`config.mk`:
```
export PLATFORM = sky130hd
export DESIGN_NAME = seq_divider_ctrl_flat
export DESIGN_NICKNAME = d
export VERILOG_FILES = /design/src/rtl/seq_divider_ctrl_if.sv /design/src/rtl/seq_divider_ctrl.sv /design/src/flat_wrapper.sv
export SDC_FILE = /design/constraint.sdc
export NUM_CORES = 1
export LEC_CHECK = 0
export CAP_MARGIN = 20
export CORE_MARGIN = 2
export CORE_UTILIZATION = 60
export CTS_BUF_LIST = sky130_fd_sc_hd__clkbuf_4
export CTS_CLUSTER_SIZE = 28
export DETAILED_ROUTE_END_ITERATION = 8
export GPL_TIMING_DRIVEN = 0
export PLACE_DENSITY = 0.94
export SLEW_MARGIN = 20
export SYNTH_ARGS = -nofsm -noshare
export SYNTH_HDL_FRONTEND = slang
export SYNTH_SLANG_ARGS = --single-unit
```
`constraint.sdc`:
```
create_clock -name clk -period 5.3 [get_ports clk]
set_input_delay 1.06 -clock clk [delete_from_list [all_inputs] [get_ports clk]]
set_output_delay 1.06 -clock clk [all_outputs]
set_load 0.005 [all_outputs]
```
`src/rtl/seq_divider_ctrl_if.sv`:
```
// Start/busy/done handshake and operand/result bus of the sequential divider.
interface seq_divider_ctrl_if #(parameter int N = 32);
  logic         start;
  logic [N-1:0] dividend;
  logic [N-1:0] divisor;
  logic         busy;
  logic         done;
  logic [N-1:0] quotient;
  logic [N-1:0] remainder;
  logic         divByZero;

  modport master (output start, dividend, divisor,
                  input  busy, done, quotient, remainder, divByZero);
  modport slave  (input  start, dividend, divisor,
                  output busy, done, quotient, remainder, divByZero);
endinterface

```
`src/rtl/seq_divider_ctrl.sv`:
```
// Sequential unsigned restoring divider: one trial subtraction per clock through a
// single shared N+1-bit adder, start/busy/done handshake toward the ALU.
module nBitAdder #(parameter int W = 33) (
  input  logic [W-1:0] a,
  input  logic [W-1:0] b,
  input  logic         carIn,
  output logic [W-1:0] sum,
  output logic         carOut
);
  assign {carOut, sum} = {1'b0, a} + {1'b0, b} + {{W{1'b0}}, carIn};
endmodule

module seq_divider_ctrl #(parameter int N = 32) (
  input logic               clk,
  input logic               reset,
  seq_divider_ctrl_if.slave bus
);
  localparam int CW = $clog2(N);

  typedef enum logic [1:0] {IDLE, RUN, DONE} state_t;

  state_t        state;
  logic [N-1:0]  q, r, d;
  logic [CW-1:0] cnt;
  logic [N-1:0]  quotient, remainder;
  logic          busy, done, dbz;

  logic [N:0]    t, diff;
  logic          cout, no_borrow;
  logic [N-1:0]  q_nx, r_nx;

  // Shifted partial remainder is < 2*D, so N+1 bits never overflow.
  assign t = {r, q[N-1]};

  nBitAdder #(.W(N+1)) u_add (
    .a      (t),
    .b      (~{1'b0, d}),
    .carIn  (1'b1),
    .sum    (diff),
    .carOut (cout)
  );

  // diff[N] is always 0 when there is no borrow; folding it in is logically a no-op.
  assign no_borrow = cout & ~diff[N];
  assign q_nx      = {q[N-2:0], no_borrow};
  assign r_nx      = no_borrow ? diff[N-1:0] : t[N-1:0];

  always_ff @(posedge clk) begin
    if (reset) begin
      state     <= IDLE;
      q         <= '0;
      r         <= '0;
      d         <= '0;
      cnt       <= '0;
      quotient  <= '0;
      remainder <= '0;
      busy      <= 1'b0;
      done      <= 1'b0;
      dbz       <= 1'b0;
    end else begin
      case (state)
        IDLE: begin
          if (bus.start) begin
            busy <= 1'b1;
            if (bus.divisor != '0) begin
              q     <= bus.dividend;
              r     <= '0;
              d     <= bus.divisor;
              cnt   <= CW'(N-1);
              dbz   <= 1'b0;
              state <= RUN;
            end else begin
              quotient  <= '1;
              remainder <= bus.dividend;
              dbz       <= 1'b1;
              done      <= 1'b1;
              state     <= DONE;
            end
          end
        end
        RUN: begin
          q   <= q_nx;
          r   <= r_nx;
          cnt <= cnt - 1'b1;
          if (cnt == '0) begin
            quotient  <= q_nx;
            remainder <= r_nx;
            done      <= 1'b1;
            state     <= DONE;
          end
        end
        DONE: begin
          done  <= 1'b0;
          busy  <= 1'b0;
          state <= IDLE;
        end
        default: state <= IDLE;
      endcase
    end
  end

  assign bus.busy      = busy;
  assign bus.done      = done;
  assign bus.quotient  = quotient;
  assign bus.remainder = remainder;
  assign bus.divByZero = dbz;
endmodule

```
`src/flat_wrapper.sv`:
```
// flat-port wrapper written by rule: the top's interface ports become plain ports
module seq_divider_ctrl_flat 
#(parameter int N = 32)
  (clk, reset, bus_start, bus_dividend, bus_divisor, bus_busy, bus_done, bus_quotient, bus_remainder, bus_divByZero);
  seq_divider_ctrl_if #(.N(N)) bus_i ();
  input logic clk;
  input logic reset;
  input wire logic [$bits(bus_i.start)-1:0] bus_start;
  input wire logic [$bits(bus_i.dividend)-1:0] bus_dividend;
  input wire logic [$bits(bus_i.divisor)-1:0] bus_divisor;
  output wire logic [$bits(bus_i.busy)-1:0] bus_busy;
  output wire logic [$bits(bus_i.done)-1:0] bus_done;
  output wire logic [$bits(bus_i.quotient)-1:0] bus_quotient;
  output wire logic [$bits(bus_i.remainder)-1:0] bus_remainder;
  output wire logic [$bits(bus_i.divByZero)-1:0] bus_divByZero;
  assign bus_i.start = bus_start;
  assign bus_i.dividend = bus_dividend;
  assign bus_i.divisor = bus_divisor;
  assign bus_busy = bus_i.busy;
  assign bus_done = bus_i.done;
  assign bus_quotient = bus_i.quotient;
  assign bus_remainder = bus_i.remainder;
  assign bus_divByZero = bus_i.divByZero;
  seq_divider_ctrl #(.N(N)) u_core (.clk(clk), .reset(reset), .bus(bus_i));
endmodule
```
# Word level (Yosys, flattened, before mapping)
# Index checks and enable logic that the tools add are counted.
# word_totals
regBits,170
inputBits,67
out_inout_bits,67
# op_classes
n_addsub,3
n_eq_ne,6
n_mux,29
n_bitwise,3
n_reduce_logical,13
# op_table
cell,n
2-to-1 mux 32 bit,11
one-hot mux 32 bit (2 select lines),4
adder 33 x 33 -> 34 bit,1
"adder 34 x 1 -> 34 bit, second input constant",1
inverter 32 -> 33 bit,1
nonzero test 32 bit,1
2-to-1 mux 5 bit,2
one-hot mux 5 bit (2 select lines),1
AND reduction 4 bit,2
2-to-1 mux 2 bit,3
AND reduction 2 bit,3
AND reduction 3 bit,2
logical NOT 5 bit,1
2-to-1 mux 1 bit,5
"subtractor 5 x 1 -> 5 bit, second input constant",1
"inequality test 2 x 1 -> 1 bit, second input constant",2
"inequality test 2 bit, second input constant",2
one-hot mux 2 bit (2 select lines),1
nonzero test 2 bit,2
one-hot mux 1 bit (3 select lines),1
nonzero test 3 bit,1
"== test 2 x 1 -> 1 bit, second input constant",1
"== test 2 bit, second input constant",1
logical NOT 2 bit,1
other kinds (3),3

# Depth between registers and ports, before layout
# Gate-level depths: netlist of run 1.
# logic_depth
ltp_word,8
depth_mapped,14
mapped_depth_nobuf,12

# Hierarchy
# Synthesis of run 1 repeated with hierarchy kept, for this count alone.
# hier_totals
hier_cells,1064
area_unflattened_um2,9257.6
# modules_own_cells
module,n_inst,cells_each,area_each_um2
seq_divider_ctrl,1,772,7158.1
nBitAdder,1,292,2099.5

# Worst setup path before layout of run 1
# No wires, ideal clock.
# synth_path
path_kind,input-to-reg
from,input port bus_divisor[7]
to,"register u_core.quotient[23], in the netlist u_core.bus.quotient[23]"
setup_time_ns,0.132
t_arrival_ns,2.713
path_slack_ns,2.455
stages,10
cell_sequence,nor4_1 nand4_1 nor2_1 a21o_1 nand2_1 or2_2 clkbuf_1 clkbuf_1 nor3_1 nor3_1
# synth_via
elab_chain_cells,3
# synth_rtl
item,line,rtl
"start, declared",flat_wrapper.sv:10,input wire logic [$bits(bus_i.divisor)-1:0] bus_divisor;
nonzero test 32 bit,seq_divider_ctrl.sv:65,if (bus.divisor != '0) begin
inequality test 2 bit (no line),-,
AND reduction 4 bit (no line),-,
"end signal, assigned",seq_divider_ctrl.sv:86,quotient <= q_nx;
"end, declared",seq_divider_ctrl.sv:25,"logic [N-1:0] quotient, remainder;"
# No other way between the ends.
# A chain may end at the register's enable or synchronous reset.

# Worst setup path after layout of run 1
# layout_path
from,input port bus_divisor[28]
to,"register u_core.remainder[13], in the netlist u_core.bus.remainder[13]"
# layout_via
elab_chain_cells,3
# layout_rtl
item,line,rtl
nonzero test 32 bit,seq_divider_ctrl.sv:65,
inequality test 2 bit (no line),-,
AND reduction 4 bit (no line),-,
"end signal, assigned",seq_divider_ctrl.sv:74,remainder <= bus.dividend;
"end signal, assigned",seq_divider_ctrl.sv:87,remainder <= r_nx;
"end, declared",seq_divider_ctrl.sv:25,
# No other way between the ends.

==> results of run 1 <==
## placed cells by master (no fill, tap or decap), drive strengths merged, types with 3 or more instances in the layout
cell type      netlist  final
a31oi               32     32
nor4                12     12
clkdlybuf4s50        0    132
nand4                9      9
nor2b                4      4
xnor2               14     14
nand2b               6      6
inv                 48     54
o211ai               8      8
nand2              189    189
clkbuf              72     89
o21bai               5      5
clkinv               0      5
buf                 11     11
a311oi              61     61
clkinvlp             0      3
ha                  34     34
a21oi              110    110
o22ai                3      3
a21boi               3      3
and3                11     11
nand3               10     10
and2                 6      6
a21o                10     10
o31ai                5      5
dfxtp              170    170
nor2               119    119
o21ai               24     24
a221oi               3      3
o21a                 6      6
nor3                93     93
a211oi               5      5
xor2                12     12
## logic make-up after synthesis
| kind of cell | Yosys count |
|---|---|
| fa+ha+maj | 35 |
| compound gates | 290 |
| mux | 1 |
| flops | 170 |
| simple gates | 467 |
| xor+xnor | 26 |
| buf+inv | 131 |
## metrics by stage
step / cell area (um2) / total power, W / util / worst slack (ps)
4_1_cts: 10410 / 0.003115 / 0.7468 / 1624
6_report: 10410 / 0.003146 / 0.7470 / 1460
3_3_place_gp: 10120 / 0.002346 / 0.7261 / 1222
3_5_place_dp: 10120 / 0.002373 / 0.7261 / 1120
2_1_floorplan: 8572 / 0.002006 / - / 2455
5_1_grt: 10410 / 0.003284 / 0.7470 / 1314
## cell type report
cell class                      count  area [um2]  share of cell area
Buffer                             83       342.8             0.03294
Sequential cell                   170        3403              0.3270
Antenna cell                        1       2.502           0.0002404
Multi-Input combinational cell    819        4646              0.4463
Timing Repair Buffer              132        1321              0.1269
Tap cell                          180       225.2             0.02164
Clock buffer                       17       127.6             0.01226
Inverter                           48       180.2             0.01731
Clock inverter                     15       160.2             0.01539
## power by group through the flow
| stage | Sequential (W) | Clock, W | Combinational [W] |
|---|---|---|---|
| after floorplan | 0.00150 | 0 | 0.000505 |
| after global placement | 0.00151 | 0 | 0.000837 |
| after detailed placement | 0.00151 | 0 | 0.000859 |
| after CTS | 0.00149 | 0.000764 | 0.000865 |
| after global routing | 0.00150 | 0.000819 | 0.000962 |
| final | 0.00149 | 0.000773 | 0.000883 |
## flip-flops by register name, summed over array words and instances, names as in the netlist
register	count
u_core.bus.divByZero	1
u_core.state	2
u_core.bus.quotient	32
u_core.cnt	5
u_core.d	32
u_core.r	32
u_core.bus.remainder	32
u_core.bus.done	1
u_core.bus.busy	1
u_core.q	32
## path summary, 6_finish.rpt
check,startpoint,to,slack (ps),depth (start not counted)
hold reg to reg,u_core.d[12],u_core.d[12],470,2
setup / recovery,bus_divisor[28],u_core.bus.remainder[13],1460,10
hold / removal,u_core.d[12],u_core.d[12],470,2
setup reg to reg,u_core.q[31],u_core.bus.remainder[30],1780,12
## per-layer routing
| metal | GRT usage | vias to the layer above | wire length [um] | share of wire |
|---|---|---|---|---|
| met3 | 0.06227 | 110 | 2409 | 0.087 |
| li1 | - | 4318 | - | - |
| met4 | 0.1825 | 0 | 1285 | 0.046 |
| met1 | 0.4693 | 4238 | 11130 | 0.40 |
| met2 | 0.6065 | 559 | 12810 | 0.46 |
| met5 | 0 | - | 0 | 0 |
## worst max-delay path: stages
cell and delay, ps:
clkdlybuf4s50_1 460, nor4_1 360, nand4_1 320, nor2_1 280, a21o_1 150, nand2_1 120
nor2_1 640, clkbuf_1 480, nor2_1 100, a311oi_1 350
==> results.md, run 1 <==
- Rows: 43
- Worst slew pin tran: about 780 ps
- Sequential area share after synthesis: 0.3970
- Cell Area, Synth: approximately 8600 um2
- NetSw: between 0.001 and 0.0015 W
- Comb power frac: 0.281
- Die height: ~120 um
- Tmin final: approximately 3800 ps
- Final period util: 0.7246
- Drt via density: between 6 and 7
- Largest family of logic cells by synthesized area: simple AND/OR/NAND/NOR gates
- # resized after CTS: 0
- Full die area: roughly 15,000 um2
- Synth area leader: dfxtp_1
- Type of destination of the critical path: register
- Post-synthesis compound-gate area fraction: 0.2245
- DRT Wirelength: 27,640 um
- Setup Skew: 29.17 ps
- Post-Route Setup TNS: 0 ps
- Clock transition at path regs: around 160 ps
- GR Util All Layers: 0.3694
- Routability cong.: between 0.9 and 1
- Grt total ovfl: 0
- CTS max path bufs: 2
- Clock tree root driver cell: clkbuf_4
- Number of instances in the placed design: ~1,400
- XOR/XNOR Fraction of Synth Area: 0.02657
- Setup CP Type: in2reg
- Fin. max-slew vios: 0
- Core footprint: approximately 14,000 um2
- TritonCTS clock tree: yes
- Pint: around 0.0020 W
- Hold buffers post-CTS: 0
- Final hold vios: 0
- Status: finished, final reports clean
- Switching Fraction: 0.3566
- Pin count of the biggest net entering global routing: 18
- H-Tree Depth: 4
- Adder-Cell Fraction of Synth Area: 0.05196
- Critical path arrival: approximately 4300 ps
- Number of flops mapped to enable cells by yosys: 0
- Clock power share: 0.246
- Most numerous cell in the Yosys netlist: nand2_1
- Simple-gate share of the synthesized area: 0.2376
- Mux cell area share after synthesis: 0.001314
- Via count: about 9,200
- Worst Setup Start Kind: primary input
- Slew margin rel.: 0.4779
- Area contributors post-synth: dfxtp_1 40%, nand2_1 8.3%, a21oi_1 6.3%
- Yosys warning count: 0
- Drt pass-1 iters: 6
- Setup violations, final: 0
- Number of max-cap violations: 0
- Syn nets: about 1,200
- I/O Buffers: around 130
- Antenna violations before repair: 1
- First-pass GRT wire length: ~43,000 um
- Leakage power: between 3 and 4 nW
- Critical Path RT: around 5800 ps
- Initial Util: 0.6152
- Power share of the sequential group: 0.474
- Max Clock Freq: between 0.2 and 0.3 GHz
- Chip Width: between 100 and 150 um
- # clock sinks: between 150 and 200
- Register bit total from synthesis: 170
- Worst hold path class: reg2reg
- VDD IR max: between 0.2 and 0.3 mV
- Syn Inst Count: around 1,100
- Worst-Skew Late Latency: 600 ps
- Pwr dens: 302.3 nW/um2
- Post-CTS setup buffer count: 0
- Post-synth top area share: 0.3970
- Syn_area_per_cell: approximately 7.7 um2
- Share of cells above drive strength 1: 0.03583
- RSZ-0062 raised after global routing: no
- Ys flop type: dfxtp_1
- Final std cells w/o fill: 1,465
- Initial drt markers: around 1,100
- Post-route DRC violation count: 0
- # IOs: approximately 130
- Asr flop ratio synth: 0
- Post-synth top cells: 189 x nand2_1, 170 x dfxtp_1, 119 x nor2_1
- Cts bufs inserted: 17
- Vias in the first global route: around 8,600
- Worst hold slack: between 400 and 500 ps
- Worst-path fanout max: 10
- Cell variety after synth: between 50 and 60
- Layout area overhead: 21.43%
- Fill count: approximately 1,100
- ANT nets after route: 0
- Nets: roughly 1,400
- WL per Instance: between 15 and 20 um
- Detailed Place HPWL: around 21,000 um
Power figures use the tool's default switching activity.
==> run 2, diff against run 1 <==
--- a/config.mk
+++ b/config.mk
@@ -7,12 +7,12 @@
 export LEC_CHECK = 0
 export CAP_MARGIN = 20
 export CORE_MARGIN = 2
-export CORE_UTILIZATION = 60
+export CORE_UTILIZATION = 56
 export CTS_BUF_LIST = sky130_fd_sc_hd__clkbuf_4
 export CTS_CLUSTER_SIZE = 28
 export DETAILED_ROUTE_END_ITERATION = 8
 export GPL_TIMING_DRIVEN = 0
-export PLACE_DENSITY = 0.94
+export PLACE_DENSITY = 0.89
 export SLEW_MARGIN = 20
 export SYNTH_ARGS = -nofsm -noshare
 export SYNTH_HDL_FRONTEND = slang
==> constraint.sdc (replaced) <==
create_clock -name clk -period 3.8 [get_ports clk]
set_input_delay 0.76 -clock clk [delete_from_list [all_inputs] [get_ports clk]]
set_output_delay 0.76 -clock clk [all_outputs]
set_load 0.005 [all_outputs]
==> results.md, run 2 (synthesized netlist as in run 1, its figures left out) <==
- Worst hold path class: reg2reg
- Worst Setup Start Kind: register
- Detailed Place HPWL: 20,710 um
- Critical path arrival: around 4000 ps
- Initial drt markers: 1,045
- Type of destination of the critical path: register
- Hold buffers post-CTS: 0
- Max Clock Freq: around 0.29 GHz
- Fin. max-slew vios: 0
- Cts bufs inserted: 17
- H-Tree Depth: 4
- Nets: 1,373
- Post-Route Setup TNS: 0 ps
- DRT Wirelength: roughly 27,000 um
- Final hold vios: 0
- Power Total: between 0.004 and 0.005 W
- Commonest non-fill, non-tap cell in the layout: nand2_1
- Post-CTS setup buffer count: 0
- TritonCTS clock tree: yes
- Critical Path RT: about 4300 ps
- Setup CP Type: reg2reg
- Tmin final: 3445 ps
- # clock sinks: 170
- Worst-path fanout max: 10
- CTS max path bufs: 2
- I/O Buffers: roughly 130
- Initial Util: 0.5681
- Chip Width: approximately 130 um
- Leakage power: roughly 4 nW
- # resized after CTS: 0
- Final period util: 0.9067
- Slew margin rel.: 0.4634
- Die height: ~130 um
- WL per Instance: 18.34 um
- Commonest non-fill, non-tap cells in the layout: 189 x nand2_1, 170 x dfxtp_1, 132 x clkdlybuf4s50_1
- Final Util: 0.6915
- Setup violations, final: 0
- First-pass GRT wire length: approximately 42,000 um
- Ant. Diodes: 0
- Routability cong.: about 0.96
- Core footprint: between 15,000 and 20,000 um2
- Clock tree root driver cell: clkbuf_4
- RSZ-0062 raised after global routing: no
- Grt total ovfl: 0
- Setup Skew: between 20 and 25 ps
- Vias in the first global route: around 8,400
- GR Util All Layers: 0.3267
- Number of max-cap violations: 0
- Worst slew pin tran: between 700 and 800 ps
- ANT nets after route: 0
- Post-route DRC violation count: 0
- Share of cells above drive strength 1: 0.03585
- Antenna violations before repair: 0
- Pwr dens: about 430 nW/um2
- Full die area: 16,310 um2
- Rows: 45
- Drt via density: around 6.3
- Pin count of the biggest net entering global routing: 18
- Drt pass-1 iters: 6
- Status: finished, final reports clean
- Clock transition at path regs: ~150 ps
- # IOs: approximately 130
- Via count: slightly above 9,000
- Worst-Skew Late Latency: ~600 ps
- VDD IR max: around 0.28 mV
- Layout area overhead: 21.73%
[run 2: where the power goes]
group,switching [W],internal [W],leakage (nW)
combinational,0.000708,0.000516,2.33
sequential,0.000117,0.00196,1.40
clock,0.000728,0.000420,0.163
total,0.00155,0.00290,3.89
[run 2: path summary, 6_finish.rpt]
| kind | start | endpoint | slack (ps) | depth (start not counted) |
|---|---|---|---|---|
| setup / recovery | u_core.q[31] | u_core.bus.remainder[30] | 350 | 13 |
| hold / removal | u_core.d[13] | u_core.d[13] | 460 | 2 |
| setup reg to reg | u_core.q[31] | u_core.bus.remainder[30] | 350 | 13 |
| hold reg to reg | u_core.d[13] | u_core.d[13] | 460 | 2 |
[run 2: cell type report]
| type | count | area, um2 |
|---|---|---|
| sequential | 170 | 3403 |
| clock buffer | 17 | 127.6 |
| inverter | 48 | 180.2 |
| multi-input combinational | 819 | 4646 |
| tap | 188 | 235.2 |
| timing repair buffer | 132 | 1321 |
| fill | 1264 | 4654 |
| clock inverter | 14 | 178.9 |
| buffer | 83 | 342.8 |
[run 2: through the flow]
step | setup WS [ps] | hold slack [ps] | cell area, um2 | instances
after global routing | 89.51 | 491.3 | 10440 | 1471
after CTS | 415.1 | 466.0 | 10440 | 1471
after floorplan | 1048 | 436.3 | 8572 | 1120
after detailed placement | -53.00 | 447.5 | 10130 | 1440
final | 354.7 | 464.2 | 10440 | 1471
after global placement | 50.26 | 443.4 | 10130 | 1440
[run 2: critical path: stages (launching register included)]
cell and delay (ps):
dfxtp_1 390, inv_1 50, ha_1 200, fa_1 390
nand2b_1 210, a21oi_1 270, o21ai_0 250, a21oi_1 310
or4_1 180, nand3b_2 140, buf_2 240, nor4_1 490
nor3_1 90, o21ai_0 170
[run 2: metal layers]
layer / GRT usage / share of wire
met2: 0.5351 / 0.46
met4: 0.1558 / 0.048
met3: 0.05134 / 0.087
met1: 0.4236 / 0.41
met5: 0 / 0
==> RTL change 1: new RTL, settings of run 2 <==
Make the reset (`reset`) asynchronous in one clocked block.
--- a/src/rtl/seq_divider_ctrl.sv
+++ b/src/rtl/seq_divider_ctrl.sv
@@ -46,5 +46,5 @@
   assign r_nx      = no_borrow ? diff[N-1:0] : t[N-1:0];
 
-  always_ff @(posedge clk) begin
+  always_ff @(posedge clk or posedge reset) begin
     if (reset) begin
       state     <= IDLE;
Check against the original RTL: differs if reset is asserted again (counterexample within 4 cycles, from zero or initial values and one cycle with reset high); with reset held inactive, the same outputs for 4 cycles.
==> RTL change 1 against run 2 <==
Cell count is 5.8% lower. Via count is 10% lower. Clock skew is 0.0028 ns lower. Setup slack worse by 0.24 ns. Area after synthesis is 7.2% higher. Routed wire length is 4.7% lower. Sequential cell count stayed put. Worst hold slack worse by 0.010 ns. Design area is 8.0% higher. Largest cell class unchanged.
Power is not compared: it rests on default switching activity, and its combinational part moved more than twofold at a synthesized area within 25%.
==> RTL change 1: results <==
finish:
  final_layout_size_suffix_gt1_share_pct: 8.73
  num-fill-cells: 1238
  final_core_util_pct: 70.7
  nNetsFinal: 1258
routing:
  routed_wl_um: 25700
  drt_pre_antenna_iters: 5
  route.detailed.vias_per_inst: 5.99
  wl_per_instance_um: 18.6
  drt_first_iter_violations: 843
global_route:
  grt_use_met3_pct: 5.57
  number_of_antenna_violations_at_the_first_check_in_global_routing: 1
  grtUsageMet1_pct: 40.8
  grt_pass1_vias: 7983
  wire_length_of_the_first_global_routing_pass_um: 41500
  globalRouteMet2Util_pct: 49.2
  grt_max_degree: 37
  globalRouteTotalUtil_pct: 30.1
synthesis:
  synth_top_cells_by_area: "sky130_fd_sc_hd__dfrtp_1 (46%), sky130_fd_sc_hd__nand2_1 (8.7%), sky130_fd_sc_hd__ha_1 (4.6%)"
  postSynth.asyncResetShare_pct: 100
  postSynthNetCount: 1100
  synth_area_per_cell_sq_um: 9.21
  synth-warning-count: 0
  yosys-mux-area-fraction_pct: 7.01
  synth_seq_area_share_pct: 46.3
  yosys.cell_types.count: 64
  synth_adder_area_share_pct: 4.85
  synth_compound_gate_area_share_pct: 18.7
  synth_commonest_cells: "sky130_fd_sc_hd__nand2_1 (214), sky130_fd_sc_hd__dfrtp_1 (170), sky130_fd_sc_hd__o21ai_0 (56)"
  post_synthesis_share_of_cell_area_spent_on_xor_and_xnor_gates_pct: 3.13
sta:
  fmaxAchievable_mhz: 271
  hold-worst-slack_ns: 0.454
  worst_pin_slew_ns: 0.719
  clock_skew_ns: 0.0209
placed_design:
  last_weighted_congestion_value_of_the_routability_driven_placer: 0.972
  placement.cell_area_sq_um: 10900
  pre_cts_slack_ns: -0.180
  place.detailed.hpwl_um: 20300
  dp.cells: 1352
  count_of_buffers_from_port_buffering: 133
setup_path:
  slowest_cell_on_the_critical_path: "sky130_fd_sc_hd__dfrtp_2"
  worst-r2r-setup-slack_ns: 0.11
  cpPeakStageDelay_ns: 0.45
  timing.critical_path.max_delay_family: "compound AO/OA/AOI/OAI gates"
  startpoint_type: "register"
  worst-path-max-fanout: 10
  timing.critical_path.arrival_ns: 4.15
  critPathCapture: "u_core.bus.remainder[8]$_DFFE_PP0P_"
  worstReg2RegStart: "u_core.q[31]$_DFFE_PP0P_"
clock_network:
  clock_path_buffers: 2
  clk_pin_slew_ns: 0.15
run_status:
  run_status: "finished clean"
power_and_ir_drop:
  max-vdd-ir-drop_v: 0.000473
  p_leak_nw: 5.07
min_path:
  hp-class: "in2async"
[RTL change 1: area by class of cell]
| type | instances | share of cell area [%] |
|---|---|---|
| buffer | 58 | 2.41 |
| inverter | 44 | 1.50 |
| multi-input combinational | 726 | 40.2 |
| tap | 216 | 2.40 |
| antenna | 1 | 0.0222 |
| sequential | 170 | 37.8 |
| clock inverter | 13 | 1.71 |
| timing repair buffer | 139 | 12.8 |
| clock buffer | 18 | 1.20 |
[RTL change 1: repair_timing]
action	4_1_cts	5_1_grt
endpoints found under the setup margin	0	40
buffers inserted	0	1
resized for setup	0	8
[RTL change 1: routing by layer]
metal / vias up / part of all wire [%]
met5: - / 0
met2: 430 / 48
li1: 3846 / -
met3: 55 / 8.3
met1: 3967 / 42
met4: 0 / 2.4
[RTL change 1: power breakdown]
group / switching [mW] / internal [mW]
logic: 3.77 / 3.03
clock network: 0.682 / 0.537
registers: 0.630 / 2.64
total: 5.08 / 6.20
==> RTL change 2: new RTL, flow settings as in run 2 <==
Made on the original files. `N` is set to 32 in 3 places; all go to 16.
--- a/src/rtl/seq_divider_ctrl_if.sv
+++ b/src/rtl/seq_divider_ctrl_if.sv
@@ -1,4 +1,4 @@
 // Start/busy/done handshake and operand/result bus of the sequential divider.
-interface seq_divider_ctrl_if #(parameter int N = 32);
+interface seq_divider_ctrl_if #(parameter int N = 16);
   logic         start;
   logic [N-1:0] dividend;
--- a/src/rtl/seq_divider_ctrl.sv
+++ b/src/rtl/seq_divider_ctrl.sv
@@ -11,5 +11,5 @@
 endmodule
 
-module seq_divider_ctrl #(parameter int N = 32) (
+module seq_divider_ctrl #(parameter int N = 16) (
   input logic               clk,
   input logic               reset,
--- a/src/flat_wrapper.sv
+++ b/src/flat_wrapper.sv
@@ -1,5 +1,5 @@
 // flat-port wrapper written by rule: the top's interface ports become plain ports
 module seq_divider_ctrl_flat 
-#(parameter int N = 32)
+#(parameter int N = 16)
   (clk, reset, bus_start, bus_dividend, bus_divisor, bus_busy, bus_done, bus_quotient, bus_remainder, bus_divByZero);
   seq_divider_ctrl_if #(.N(N)) bus_i ();
Interface: changed (resized bus_dividend, bus_divisor, bus_quotient and bus_remainder); port bits go from 134 to 70. No check against the original RTL was run, so the function may have changed too.
==> RTL change 2 against run 2 <==
Routed wire length decreased by 54%. Sequential cell count shrank 81. Design area is 47% lower. Critical path depth is 3 lower. First-iteration DRC count shrank 73%. Setup slack improved by 0.24 ns. Total power down 50%. Area after synthesis down 47%. Cell count decreased by 50%. Worst hold slack improved by 0.019 ns. Critical path type is now in2reg. Largest power group unchanged.
==> RTL change 2: results <==
run_status:
  run_status: "finished clean"
finish:
  final_layout_size_suffix_gt1_share_pct: 4.76
  nNetsFinal: 678
  diodes: 0
  num-fill-cells: 617
clock_network:
  ctsHtreeMaxLevel: 3
  numCtsBuffers: 9
  clock_path_buffers: 2
  clock_latency_ns: 0.46
  cell_chosen_for_the_clock_root: "sky130_fd_sc_hd__clkbuf_4"
  post_cts_resized: 0
  cts.repair_timing.setup_buffer_count: 0
  clk_pin_slew_ns: 0.16
synthesis:
  synth-warning-count: 0
  synth_commonest_cells: "sky130_fd_sc_hd__nor2_1 (99), sky130_fd_sc_hd__dfxtp_1 (89), sky130_fd_sc_hd__nand2_1 (41)"
  yosys.cell_types.count: 54
  top_flip_flop_cell_by_instance_count_after_synthesis: "sky130_fd_sc_hd__dfxtp_1"
  postSynthNetCount: 599
  synth_seq_area_share_pct: 39.3
  synth_top_cells_by_area: "sky130_fd_sc_hd__dfxtp_1 (39%), sky130_fd_sc_hd__nor2_1 (8.2%), sky130_fd_sc_hd__mux2i_1 (8.0%)"
  postSynth.asyncResetShare_pct: 0
setup_path:
  startpoint: "bus_divisor[2]"
  worst-path-max-fanout: 10
  worstReg2RegStart: "u_core.d[8]$_SDFFE_PP0P_"
  timing.critical_path.arrival_ns: 3.56
power_and_ir_drop:
  max-vdd-ir-drop_v: 0.000247
  p_seq_share_pct: 47.8
  clk-power_mw: 0.580
  swShare_pct: 32.8
  p_leak_nw: 2.14
  pwr-share-clk_pct: 26.3
sta:
  totalNegativeSetupSlack_ns: 0
  clock_skew_ns: 0.0190
  worst_pin_slew_ns: 0.762
global_route:
  grt_pass1_vias: 4217
  number_of_antenna_violations_at_the_first_check_in_global_routing: 0
  globalRouteTotalUtil_pct: 29.3
  wire_length_of_the_first_global_routing_pass_um: 20300
  grt_max_degree: 17
min_path:
  timing.hold.worst.start: "u_core.bus.busy$_SDFFE_PP0P_"
  hp-class: "reg2reg"
placed_design:
  count_of_buffers_from_port_buffering: 68
  place.detailed.hpwl_um: 9520
  pre_cts_slack_ns: 0.159
  last_weighted_congestion_value_of_the_routability_driven_placer: 0.896
routing:
  drt_first_iter_violations: 278
  drt_pre_antenna_iters: 5
  routed_wl_um: 12400
  route.detailed.vias_per_inst: 5.98
## RTL change 2: changes by cell type after synthesis, moves of 11 or more
cell                       delta
sky130_fd_sc_hd__a21oi_1     -76
sky130_fd_sc_hd__ha_1        -17
sky130_fd_sc_hd__nor2_1      -20
sky130_fd_sc_hd__clkbuf_1    -42
sky130_fd_sc_hd__a311oi_1    -48
sky130_fd_sc_hd__dfxtp_1     -81
sky130_fd_sc_hd__inv_1       -24
sky130_fd_sc_hd__a31oi_1     -25
sky130_fd_sc_hd__o21ai_0     -11
sky130_fd_sc_hd__nand2_1    -148
sky130_fd_sc_hd__a211oi_1    +17
sky130_fd_sc_hd__nor3_1      -68
sky130_fd_sc_hd__mux2i_1     +36
## RTL change 2: layer usage
layer	global-route usage (%)	routed length, um	vias up
met5	0	0	-
met4	12.7	313	0
met3	4.09	721	26
met2	48.7	5980	161
met1	38.0	5350	2102
li1	-	-	2090
## RTL change 2: cell type report
cell class | count | area share [%]
inverters | 24 | 1.64
well taps | 102 | 2.33
clock inverters | 6 | 1.39
multi-input cells | 399 | 45.9
repair buffers | 68 | 12.4
flip-flops and latches | 89 | 32.5
plain buffers | 34 | 2.55
clock buffers | 10 | 1.37
## RTL change 2: worst paths after layout
path / depth (start not counted) / to / slack [ns]
worst max-delay path: 10 / u_core.bus.quotient[11]$_SDFFE_PP0P_ / 0.59
worst min-delay path: 2 / u_core.bus.busy$_SDFFE_PP0P_ / 0.48
worst max register to register: 10 / u_core.bus.remainder[2]$_SDFFE_PP0P_ / 0.78
worst min register to register: 2 / u_core.bus.busy$_SDFFE_PP0P_ / 0.48
## RTL change 2: metrics by stage
step	util (%)	std cells	instance area, sq um
after floorplan	-	546	4530
after CTS	70.7	732	5490
after detailed placement	68.7	716	5340
final	70.7	732	5490
after global placement	68.7	716	5340
after global routing	70.7	732	5490
## RTL change 2: cells by family (layout without fill, tap and decap cells)
kind of cell / Yosys count / count (layout) / synth area share (%)
XOR/XNOR: 10 / 10 / 1.93
AO/OA/AOI/OAI: 117 / 117 / 18.2
adder cells (fa/ha/maj): 18 / 18 / 5.14
flip-flops: 89 / 89 / 39.3
AND/OR/NAND/NOR: 212 / 212 / 20.9
buffers and inverters: 58 / 142 / 5.08
multiplexers: 42 / 42 / 9.45
## RTL change 2: critical path: stages
cell,delay [ns]
sky130_fd_sc_hd__clkdlybuf4s50_1,0.42
sky130_fd_sc_hd__nor4_1,0.45
sky130_fd_sc_hd__nand4_1,0.29
sky130_fd_sc_hd__o22ai_1,0.31
sky130_fd_sc_hd__nor2b_1,0.19
sky130_fd_sc_hd__clkbuf_1,0.31
sky130_fd_sc_hd__nand2_1,0.29
sky130_fd_sc_hd__clkbuf_1,0.32
sky130_fd_sc_hd__nor2_1,0.16
sky130_fd_sc_hd__nor3_1,0.06
